[src/rtl/usb_warmboot_ctrl.sv]
// Warm-boot sequencer for the iCE40 SB_WARMBOOT primitive: watches SOF activity,
// accepts explicit boot requests, and drives S1/S0 stable for a setup window before BOOT.
module usb_warmboot_ctrl #(
    parameter int unsigned TIMEOUT_CYCLES = 48000000,
    parameter int unsigned SETUP_CYCLES   = 16,
    parameter logic [1:0]  DEFAULT_IMAGE  = 2'b01
) (
    input  logic        clk,
    input  logic        reset,
    input  logic        sof_valid,
    input  logic [10:0] frame_index,
    input  logic        boot_req,
    input  logic [1:0]  boot_image,
    output logic        boot_ack,
    output logic        host_present,
    output logic [10:0] last_frame,
    output logic        busy,
    output logic        warmboot_s1,
    output logic        warmboot_s0,
    output logic        warmboot_boot
);

    localparam int TW = $clog2(TIMEOUT_CYCLES + 1);
    localparam int SW = (SETUP_CYCLES > 1) ? $clog2(SETUP_CYCLES) : 1;
    localparam logic [TW-1:0] TIMER_LAST = TW'(TIMEOUT_CYCLES - 1);
    localparam logic [TW-1:0] TIMER_MAX  = TW'(TIMEOUT_CYCLES);
    localparam logic [SW-1:0] SETUP_LAST = SW'(SETUP_CYCLES - 1);

    typedef enum logic [1:0] {
        WAIT_HOST   = 2'd0,
        HOST_ACTIVE = 2'd1,
        SETUP       = 2'd2,
        BOOT        = 2'd3
    } state_t;

    state_t        state;
    logic [TW-1:0] timer;
    logic [SW-1:0] setup_cnt;
    logic [1:0]    image;
    logic          timeout;

    // A SOF arriving on the last idle cycle keeps the host alive.
    assign timeout = (timer == TIMER_LAST) && !sof_valid;

    // sof_valid and boot_req are sampled on every edge with no back-pressure; a request
    // is taken only while listening, and boot_ack pulses for one cycle on the edge that
    // takes it, so a request held high is acknowledged exactly once.
    always_ff @(posedge clk) begin
        if (reset) begin
            state         <= WAIT_HOST;
            timer         <= '0;
            setup_cnt     <= '0;
            image         <= DEFAULT_IMAGE;
            boot_ack      <= 1'b0;
            host_present  <= 1'b0;
            last_frame    <= '0;
            busy          <= 1'b0;
            warmboot_s1   <= DEFAULT_IMAGE[1];
            warmboot_s0   <= DEFAULT_IMAGE[0];
            warmboot_boot <= 1'b0;
        end else begin
            boot_ack <= 1'b0;
            case (state)
                WAIT_HOST, HOST_ACTIVE: begin
                    if (sof_valid) begin
                        timer        <= '0;
                        last_frame   <= frame_index;
                        host_present <= 1'b1;
                    end else if (timer != TIMER_MAX) begin
                        timer <= timer + 1'b1;
                    end

                    if (boot_req) begin
                        image                      <= boot_image;
                        {warmboot_s1, warmboot_s0} <= boot_image;
                        boot_ack                   <= 1'b1;
                        busy                       <= 1'b1;
                        setup_cnt                  <= '0;
                        state                      <= SETUP;
                    end else if (timeout) begin
                        image                      <= DEFAULT_IMAGE;
                        {warmboot_s1, warmboot_s0} <= DEFAULT_IMAGE;
                        host_present               <= 1'b0;
                        busy                       <= 1'b1;
                        setup_cnt                  <= '0;
                        state                      <= SETUP;
                    end else if (sof_valid) begin
                        state <= HOST_ACTIVE;
                    end
                end

                SETUP: begin
                    {warmboot_s1, warmboot_s0} <= image;
                    if (setup_cnt == SETUP_LAST) begin
                        warmboot_boot <= 1'b1;
                        state         <= BOOT;
                    end else begin
                        setup_cnt <= setup_cnt + 1'b1;
                    end
                end

                BOOT: begin
                    // Terminal: the fabric is being reconfigured, only reset leaves here.
                    warmboot_boot <= 1'b1;
                    busy          <= 1'b1;
                end

                default: state <= WAIT_HOST;
            endcase
        end
    end

endmodule
[config.mk]
export PLATFORM = sky130hd
export DESIGN_NAME = usb_warmboot_ctrl
export DESIGN_NICKNAME = d
export VERILOG_FILES = /design/src/rtl/usb_warmboot_ctrl.sv
export SDC_FILE = /design/constraint.sdc
export NUM_CORES = 1
export LEC_CHECK = 0
export CAP_MARGIN = 40
export CORE_MARGIN = 1.5
export CORE_UTILIZATION = 53
export DETAILED_ROUTE_END_ITERATION = 10
export PLACE_DENSITY = 0.79
export SYNTH_ARGS = -nofsm -noshare
export SYNTH_HDL_FRONTEND = slang
export SYNTH_SLANG_ARGS = --single-unit
[constraint.sdc]
create_clock -name clk -period 2.2 [get_ports clk]
set_input_delay 0.22 -clock clk [delete_from_list [all_inputs] [get_ports clk]]
set_output_delay 0.22 -clock clk [all_outputs]
set_load 0.02 [all_outputs]
==> flow_metrics.tcl, run 1 <==
set metrics [dict create \
    syn_to_final_growth_pct 23.8 \
    core_area_sq_mm 0.00403 \
    r2r_setup_slack_ns 0.25 \
    floorplan.initialDensity 0.553 \
    max_cap_violations 0 \
    drt_first_pass_iters 4 \
    antenna_found_initial 0 \
    end_kind "flip-flop" \
    wl_per_cell_um 13.0 \
    slew_violations 0 \
    layout.nets 322 \
    setup_viol 0 \
    crit_fanout 9 \
    dr_total_vias 1872 \
    route.detailed.drc 0 \
    grt_max_degree 28 \
    holdCritStartpoint "frame_index[6]" \
    drive_above_1_share 0.0993 \
    wl_met1_um 2240 \
    numPortBuffers 33 \
    grtUsageTotal 0.219 \
    clk_pin_slew_worst_paths_ns 0.09 \
    max_slew.worst_pin.slew_ns 0.472 \
    timing.rr.start "timer[4]" \
    crit_path_start_kind "flip-flop" \
    clock-root-buffer "clkbuf_8" \
    yosysSeqAreaShare 0.458 \
    cts_tree "done" \
    required_ns 2.43 \
    rsz0062_at_grt "no" \
    grt_pass1_vias 1646 \
    final_cell_mix "dfxtp_1 (51), nand2_1 (36), clkdlybuf4s50_1 (33)" \
    power_density_mw_per_mm2 611 \
    clkSinkCount 51 \
    num_rows 23 \
    clock_latency_ns 0.31 \
    cts_buffers 5 \
    synthCells 260 \
    setup_tns_ns 0 \
    postCtsSetupRepairBufs 0 \
    grt_pass1_wl_um 7520 \
    timing.rr.end "warmboot_s0" \
    wirelength_um 4590 \
    critPathKind "reg -> reg" \
    io-pin-count 34 \
    ctsResizeCount 0 \
    dieArea_sq_mm 0.00460 \
    finalPower_mw 1.69 \
    route.met3.wl_um 190 \
    post-route-period-util 0.885 \
    ys_seq_elements 51 \
    period_needed_ns 1.95 \
    die_w_um 67.8 \
    place.detailed.hpwl_um 3220 \
    max-vdd-ir-drop_mv 0.373 \
    layout_commonest_cell "dfxtp_1" \
    timing.fmax_mhz 514 \
    r2r_cells 5 \
    p_leak_nw 1.02 \
    antenna_cells 0 \
    grt_overflow_total 0 \
    maxUsedRoutingLayer "met4" \
    ys_types 40 \
    die_h_um 67.8 \
    whs_path_depth 3 \
    relSlewSlack 0.685 \
    clockBufferDepth 2 \
    vias_per_cell 5.32 \
    synth_warnings 0 \
    hold_viol_final 0 \
    wl_met2_um 2100 \
    clock_skew_ns 0.0139 \
    syn-cell-area_sq_mm 0.00223 \
    postCtsHoldBufs 0 \
    hold_end "last_frame[6]" \
    initialDrtViolationCount 152 \
    syn_avg_cell_area_sq_um 8.57 \
    worstHoldPathType "in -> reg" \
    gp_congestion 0.800 \
    htreeDepth 2 \
    ant_nets 0 \
    arrival_ns 2.18 \
    synth_nets 280 \
    status "finished clean" \
]
[cell usage after synthesis]
cell / n / area, sq um
or3_1: 1 / 6.26
and4b_1: 2 / 20.0
nand2_1: 36 / 135
nand3_1: 15 / 75.1
and4bb_2: 1 / 12.5
nand4b_1: 2 / 17.5
nand3_2: 1 / 10.0
dfxtp_1: 51 / 1020
o21ai_0: 2 / 10.0
o31ai_1: 3 / 22.5
o41a_1: 1 / 11.3
nand4_1: 11 / 68.8
nor4b_1: 2 / 17.5
or3b_2: 1 / 8.76
nor2_1: 31 / 116
a211oi_1: 1 / 7.51
inv_1: 4 / 15.0
xnor2_1: 3 / 26.3
o21bai_1: 2 / 15.0
buf_1: 2 / 7.51
ha_1: 3 / 37.5
buf_2: 1 / 5.00
and3_1: 3 / 18.8
and4_2: 1 / 10.0
or2_2: 3 / 18.8
nor3_1: 6 / 30.0
o211ai_1: 1 / 7.51
nor4_4: 1 / 21.3
a31oi_1: 2 / 12.5
a32oi_1: 1 / 8.76
nand3b_1: 1 / 7.51
xor2_1: 20 / 175
a21oi_1: 22 / 110
and2_1: 2 / 12.5
nor2_2: 1 / 6.26
nand2b_1: 5 / 31.3
clkbuf_1: 8 / 30.0
nand4_4: 1 / 21.3
nor2b_1: 4 / 25.0
or4_1: 2 / 15.0
[critical path: stages, from the launching register on]
cell	delay (ns)
dfxtp_1	0.48
nand4_4	0.17
or2_2	0.34
o41a_1	0.52
nor2b_1	0.20
o31ai_1	0.17
[power breakdown]
| group | internal [mW] | switching, mW |
|---|---|---|
| registers | 0.951 | 0.0190 |
| logic | 0.0975 | 0.0984 |
| clock network | 0.218 | 0.303 |
[flip-flops by register name, summed over array words and instances, names as in the netlist]
signal / cells
last_frame: 11
host_present: 1
warmboot_s1: 1
warmboot_s0: 1
warmboot_boot: 1
boot_ack: 1
image: 2
timer: 26
busy: 1
state: 2
setup_cnt: 4
[final cells by class]
class                   instances  area, sq um
clock inverters                 2         13.8
flip-flops and latches         51         1020
inverters                       4         15.0
clock buffers                   5         68.8
multi-input cells             194         1150
well taps                      50         62.6
fillers                       347         1270
repair buffers                 46          428
[logic make-up (layout without fill, tap and decap cells)]
group,after synthesis,in the layout,share of synthesized area
adders and majority gates,3,3,0.0168
buffers and inverters,15,57,0.0258
and+or+nand+nor,133,133,0.317
AOI/OAI and AO/OA,35,35,0.0921
xor gates and xnor gates,23,23,0.0904
DFF,51,51,0.458
[stage by stage]
stage	hold slack (ns)	instance area, sq um	std cells	worst slack, ns	utilization
floorplan	0.345	2230	260	0.413	-
global placement	0.438	2680	345	0.0987	0.664
detailed placement	0.446	2680	345	0.0836	0.664
CTS	0.440	2760	352	0.256	0.685
global route	0.438	2760	352	0.114	0.685
finish	0.443	2760	352	0.254	0.685
[how the worst max path moves through the flow]
| stage | endpoint | startpoint | slack, ns | cells past startpoint |
|---|---|---|---|---|
| 6_report | warmboot_s0 | timer[4] | 0.25 | 5 |
| 2_1_floorplan | timer[24] | timer[4] | 0.41 | 5 |
| 4_1_cts | warmboot_s0 | timer[4] | 0.26 | 5 |
| 3_3_place_gp | warmboot_s0 | sof_valid | 0.1 | 6 |
| 3_5_place_dp | warmboot_s0 | sof_valid | 0.08 | 6 |
| 5_1_grt | warmboot_s0 | timer[4] | 0.11 | 5 |
[layer usage]
| metal | vias up | track usage |
|---|---|---|
| met1 | 847 | 0.297 |
| met2 | 42 | 0.327 |
| li1 | 978 | - |
| met3 | 5 | 0.0641 |
| met5 | - | 0 |
| met4 | 0 | 0.0875 |
No activity file was read; power rests on OpenSTA's default activity.
==> run 2: changes to the inputs <==
Settings changed: CTS_CLUSTER_DIAMETER from default to 200.
==> results of run 2 <==
Final layout, timing and power as in run 1 (identical DEF).
